$ cat src/rtl/delay_line_pipe_pkg.sv
// Shared helpers for the delay_line_pipe register delay line.
package delay_line_pipe_pkg;

    // Limits a requested tap index to the deepest stage that exists.
    function automatic int clamp_tap(int sel, int depth);
        return (sel > depth - 1) ? depth - 1 : sel;
    endfunction

endpackage

$ cat src/rtl/delay_stage.sv
// One {valid,data} register of the delay line, with hold (en) and valid clear (flush).
module delay_stage #(
    parameter int WIDTH = 2
) (
    input  logic             sys_clk,
    input  logic             sys_rst_n,
    input  logic             en,
    input  logic             flush,
    input  logic             d_valid,
    input  logic [WIDTH-1:0] d_data,
    output logic             q_valid,
    output logic [WIDTH-1:0] q_data
);

    logic             valid_d, valid_q;
    logic [WIDTH-1:0] data_d, data_q;

    always_comb begin
        // NOTE: hold values are assigned first so no path through this block infers a latch.
        valid_d = valid_q;
        data_d  = data_q;
        if (en) begin
            valid_d = d_valid;
            data_d  = d_data;
        end
        // Flush wins over en; the data bits may go stale, valid qualifies them.
        if (flush) begin
            valid_d = 1'b0;
        end
    end

    // NOTE: non-blocking updates make every stage sample its neighbour's pre-edge value.
    always_ff @(posedge sys_clk or negedge sys_rst_n) begin
        if (!sys_rst_n) begin
            valid_q <= 1'b0;
            data_q  <= '0;
        end else begin
            valid_q <= valid_d;
            data_q  <= data_d;
        end
    end

    assign q_valid = valid_q;
    assign q_data  = data_q;

endmodule

$ cat src/rtl/delay_line_pipe.sv
// Parametrised valid/data delay line with a runtime-selectable output tap,
// stall, flush and an occupancy count.
module delay_line_pipe
    import delay_line_pipe_pkg::*;
#(
    parameter int WIDTH = 2,
    parameter int DEPTH = 2,
    parameter int TAP_W = $clog2(DEPTH),
    parameter int CNT_W = $clog2(DEPTH + 1)
) (
    input  logic             sys_clk,
    input  logic             sys_rst_n,
    input  logic [WIDTH-1:0] in_data,
    input  logic             in_valid,
    input  logic             en,
    input  logic             flush,
    input  logic [TAP_W-1:0] tap_sel,
    output logic [WIDTH-1:0] out_data,
    output logic             out_valid,
    output logic [CNT_W-1:0] occ
);

    logic [DEPTH-1:0] st_valid;
    logic [WIDTH-1:0] st_data [DEPTH];

    for (genvar k = 0; k < DEPTH; k++) begin : g_stage
        if (k == 0) begin : g_head
            delay_stage #(.WIDTH(WIDTH)) u_stage (
                .sys_clk   (sys_clk),
                .sys_rst_n (sys_rst_n),
                .en        (en),
                .flush     (flush),
                .d_valid   (in_valid),
                .d_data    (in_data),
                .q_valid   (st_valid[k]),
                .q_data    (st_data[k])
            );
        end else begin : g_body
            delay_stage #(.WIDTH(WIDTH)) u_stage (
                .sys_clk   (sys_clk),
                .sys_rst_n (sys_rst_n),
                .en        (en),
                .flush     (flush),
                .d_valid   (st_valid[k-1]),
                .d_data    (st_data[k-1]),
                .q_valid   (st_valid[k]),
                .q_data    (st_data[k])
            );
        end
    end

    logic [TAP_W-1:0] tap_d, tap_q;
    logic [CNT_W-1:0] occ_d, occ_q;

    always_comb begin
        // Clamping at registration keeps the output mux index inside the line.
        tap_d = TAP_W'(clamp_tap(32'(tap_sel), DEPTH));
        occ_d = occ_q;
        if (flush) begin
            occ_d = '0;
        end else if (en) begin
            occ_d = occ_q + CNT_W'(in_valid) - CNT_W'(st_valid[DEPTH-1]);
        end
    end

    always_ff @(posedge sys_clk or negedge sys_rst_n) begin
        if (!sys_rst_n) begin
            tap_q <= '0;
            occ_q <= '0;
        end else begin
            tap_q <= tap_d;
            occ_q <= occ_d;
        end
    end

    assign out_data  = st_data[tap_q];
    assign out_valid = st_valid[tap_q];
    assign occ       = occ_q;

    occ_matches_valids: assert property (@(posedge sys_clk) disable iff (!sys_rst_n)
        occ_q == CNT_W'($countones(st_valid)));

endmodule

$ cat config.mk
export PLATFORM = sky130hd
export DESIGN_NAME = delay_line_pipe
export DESIGN_NICKNAME = d
export VERILOG_FILES = /design/src/rtl/delay_line_pipe_pkg.sv /design/src/rtl/delay_stage.sv /design/src/rtl/delay_line_pipe.sv
export SDC_FILE = /design/constraint.sdc
export NUM_CORES = 1
export LEC_CHECK = 0
export CORE_AREA = 3 3 40 42
export CTS_BUF_LIST = sky130_fd_sc_hd__clkbuf_16
export CTS_CLUSTER_SIZE = 14
export DETAILED_ROUTE_END_ITERATION = 12
export DIE_AREA = 0 0 43 45
export DONT_BUFFER_PORTS = 1
export PLACE_DENSITY_LB_ADDON = 0.3
export RECOVER_POWER = 25
export SYNTH_ARGS = -nofsm -noshare
export SYNTH_HDL_FRONTEND = slang
export SYNTH_SLANG_ARGS = --single-unit
$ cat constraint.sdc
create_clock -name sys_clk -period 1.9 [get_ports sys_clk]
set_input_delay 0.38 -clock sys_clk [delete_from_list [all_inputs] [get_ports sys_clk]]
set_output_delay 0.38 -clock sys_clk [all_outputs]
set_load 0.01 [all_outputs]
# --- Word level (Yosys, flattened, before mapping) ---
# Index checks and enable logic that the tools add are counted.
totals:
  input_bits: 8
  regBits: 9
classes:
  n_reduce_logical: 1
  muxes: 11
  bitwise: 1
  n_addsub: 2
  order_cmp: 2
op_table:
  columns: ["cell", "n"]
  rows:
  - ["$mux 2", 5]
  - ["$mux 1", 6]
  - ["$add 2x1->2", 1]
  - ["$ge 2x2->1 const B", 1]
  - ["$lt 1x2->1 const B", 1]
  - ["$not 1->2", 1]
  - ["$reduce_bool 2->1", 1]
  - ["$sub 2x1->2", 1]

# --- Longest topological paths before layout ---
depth:
  depth_word: 4
  mapped_depth: 7
  ltp_nobuf: 7

# --- By module ---
# A second synthesis with hierarchy kept.
unflattened:
  hier_cells: 31
  hier_area_um2: 410.4
by_module_without_submodules:
  columns: ["module", "area_each_um2", "cells_each", "instances", "seq_area_each_um2"]
  rows:
  - ["delay_stage", 111.4, 7, 2, 75.1]
  - ["delay_line_pipe", 187.7, 17, 1, 75.1]

# --- Worst setup path before layout ---
# Ideal clock, no wire load.
synth_timing:
  path_kind: "reg-to-reg"
  from: "register occ_q[0], in the netlist occ[0]"
  to: "register occ_q[1], in the netlist occ[1]"
  setup_slack_ns: 0.452
  period_less_slack_ns: 1.448
  stages_incl_launch_ff: 8
  setup_ns: 0.120
  n_path_buf: 0
  t_required_ns: 1.780
  arrival_ns: 1.328
  path_cell_list: "dfrtp_1 > inv_1 > ha_1 > inv_1 > ha_1 > xor2_1 > a21oi_1 > a31o_1"
synth_via:
  elab_chain_len: 4
synth_lines:
  columns: ["item", "line", "rtl"]
  rows:
  - ["start: declaration", "delay_line_pipe.sv:53", "logic [CNT_W-1:0] occ_d, occ_q;"]
  - ["start signal: assignment", "delay_line_pipe.sv:69", "occ_q <= '0;"]
  - ["start signal: assignment", "delay_line_pipe.sv:72", "occ_q <= occ_d;"]
  - ["$add 2x1->2", "delay_line_pipe.sv:62", "occ_d = occ_q + CNT_W'(in_valid) - CNT_W'(st_valid[DEPTH-1]);"]
  - ["$sub 2x1->2", "delay_line_pipe.sv:62", null]
  - ["$mux 2", "delay_line_pipe.sv:61", "end else if (en) begin"]
  - ["$mux 2", "delay_line_pipe.sv:59", "if (flush) begin"]
# Every way passes these cells. The select of a mux whose other input is x is not followed.
# A chain may end at the register's enable or synchronous reset.

# --- Worst setup path in the final report ---
# Ends and elaborated chain as after synthesis.

==> impl_metrics.json <==
{
  "tns_ns": 0,
  "viasPerCell": 4.90,
  "slew_violations": 0,
  "synthesis.area_um2": 422,
  "critical_path.cell_chain": "inv_1 > ha_1 > inv_1 > ha_1 > xor2_1 > a21oi_1 > a31o_1",
  "min_from": "tap_sel",
  "utilization_pct": 40.3,
  "grt_pass1_vias": 327,
  "postCtsResizedCells": 0,
  "design_area_um2": 518,
  "drc": 0,
  "rr_worst_depth": 7,
  "cts_buffers": 3,
  "first_iter_violations": 0,
  "final_cell_mix": "dfrtp_1 (9), mux2_2 (7), nor2_1 (4)",
  "setup_viol": 0,
  "synth_top_cell_area_share_pct": 53.4,
  "dr.pass1.iters": 1,
  "ys.warnings.count": 0,
  "finalCriticalPeriod_ns": 1.54,
  "cts_max_path_buffers": 2,
  "startpoint_type": "register",
  "htree_levels": 1,
  "rrSetupSlack_ns": 0.36,
  "clkSlewWorstSetupHoldPaths_ns": 0.04,
  "synth_area_leaders": "dfrtp_1 (53%), mux2_2 (19%), mux2i_1 (7.1%)",
  "skew_ns": 0.00169,
  "cp.required_ns": 2.02,
  "syn_nets": 42,
  "path_buf_inv": 2,
  "setup_ws_ns": 0.363,
  "die_w_um": 43,
  "wl_per_cell_um": 13.5,
  "wl_um": 688,
  "pre_cts_slack_ns": 0.345,
  "clk_latency_ns": 0.23,
  "hold_viol": 0,
  "grt_overflow": 0,
  "rsz0062_at_grt": "false",
  "placed_area_um2": 429,
  "die_h_um": 45,
  "fillers": 123,
  "path_max_fanout": 3,
  "arrival_ns": 1.65,
  "slew_headroom_pct": 73.0,
  "maxCapViolCount": 0,
  "drtAntennaViolNets": 0,
  "diodes": 0,
  "via_count": 250,
  "io_pins": 13,
  "nets": 47,
  "ys_types": 11,
  "syn_inst": 32,
  "port_buffers": 0,
  "cts-root-buf": "clkbuf_16",
  "status": "finished clean",
  "power-per-cell-area_nw_per_um2": 1220,
  "cts_tree": "built",
  "cpPeakStageDelay_ns": 0.41,
  "p_leak_nw": 0.253,
  "crit_family": "adder cells",
  "gp_congestion": 0.592,
  "layout_commonest_cell": "dfrtp_1",
  "drive_gt1_share_pct": 27.8,
  "ys_seq_area_share_pct": 53.4,
  "end_kind": "register",
  "min_delay_worst_endpoint": "tap_q$_DFF_PN0_",
  "hp-class": "in2reg",
  "core_area_um2": 1280,
  "grt_antenna_before_repair": 0,
  "post-route-period-util_pct": 80.9,
  "worstMarginPinSlew_ns": 0.403,
  "r2r-start": "occ[0]$_DFFE_PN0P_",
  "ir_drop_v": 0.000481,
  "post-dp-hpwl_um": 546,
  "grt_max_degree": 10,
  "avgSynthCellArea_um2": 13.2,
  "grtUsageTotal_pct": 10.3,
  "fmax_mhz": 651,
  "timing.rr.end": "occ[1]$_DFFE_PN0P_",
  "cts.sinks": 9,
  "die_area_um2": 1940,
  "rows": 13,
  "cp_slowest_cell": "dfrtp_1",
  "path_class": "reg2reg",
  "syn2layout_area_growth_pct": 22.8,
  "grt_first_pass_wirelength_mm": 1.42,
  "start_util_pct": 32.8,
  "whs_path_depth": 0,
  "yosys.area.top_type": "dfrtp_1",
  "synth_seq_cells": 9
}
-- sequential cells by signal, indices dropped and copies added (netlist names) --
signal and flops:
g_stage.g_body.u_stage.q_data 2, g_stage.g_head.u_stage.q_data 2, tap_q 1, occ 2, g_stage.g_body.u_stage.q_valid 1, g_stage.g_head.u_stage.q_valid 1
-- layer usage --
metal | global-route usage (%) | vias up | share of wire, %
li1 | - | 116 | -
met1 | 10.5 | 124 | 41
met2 | 16.8 | 10 | 50
met3 | 5.98 | 0 | 9.3
met4 | 5.42 | 0 | 0
met5 | 0 | - | 0
-- area by class of cell --
| cell class | instances | area, um^2 | area share [%] |
|---|---|---|---|
| Clock buffer | 3 | 75.1 | 14.5 |
| Inverter | 2 | 7.51 | 1.45 |
| Tap cell | 15 | 18.8 | 3.62 |
| Timing Repair Buffer | 1 | 10.0 | 1.93 |
| Sequential cell | 9 | 225 | 43.5 |
| Clock inverter | 1 | 3.75 | 0.725 |
| Multi-Input combinational cell | 20 | 178 | 34.3 |
-- worst max path at each step --
stage / start / end / slack [ns] / cells after the start
CTS: occ[0]$_DFFE_PN0P_ / occ[1]$_DFFE_PN0P_ / 0.34 / 7
detailed placement: occ[0]$_DFFE_PN0P_ / occ[1]$_DFFE_PN0P_ / 0.35 / 7
global placement: occ[0]$_DFFE_PN0P_ / occ[1]$_DFFE_PN0P_ / 0.39 / 7
global route: occ[0]$_DFFE_PN0P_ / occ[1]$_DFFE_PN0P_ / 0.20 / 7
finish: occ[0]$_DFFE_PN0P_ / occ[1]$_DFFE_PN0P_ / 0.36 / 7
floorplan: occ[0]$_DFFE_PN0P_ / occ[1]$_DFFE_PN0P_ / 0.45 / 7
-- cell families after synthesis --
kind of cell	count (synthesis)	share of synthesized area [%]
AO/OA/AOI/OAI	2	3.26
buffers and inverters	3	4.45
XOR/XNOR	1	2.08
adder cells (fa/ha/maj)	2	5.93
AND/OR/NAND/NOR	5	5.04
multiplexers	10	25.8
flip-flops	9	53.4
-- where the power goes --
part | total, W | internal [W] | switching, W
clock | 0.000362 | 0.000275 | 0.0000870
sequential | 0.000223 | 0.000210 | 0.0000133
combinational | 0.0000496 | 0.0000278 | 0.0000218
total | 0.000634 | 0.000512 | 0.000122
-- stage by stage --
stage | total power, W | std cells | hold slack (ns)
6_report | 0.000634 | 51 | 0.177
5_1_grt | 0.000672 | 51 | 0.165
4_1_cts | 0.000642 | 51 | 0.174
3_5_place_dp | 0.000272 | 46 | 0.0847
3_3_place_gp | 0.000268 | 46 | 0.0847
2_1_floorplan | 0.000267 | 32 | 0.0844
-- Yosys cell counts, drive strengths merged --
library cell  number
a21oi              1
a31o               1
buf                1
dfrtp              9
ha                 2
inv                2
mux2               7
mux2i              3
nand2b             1
nor2               4
xor2               1
-- what timing repair did --
item / 4_1_cts / 5_1_grt
endpoints found under the hold margin: 9 / 0
hold buffers: 1 / 0
setup buffers: 0 / 0
(Power assumes the default switching activity.)
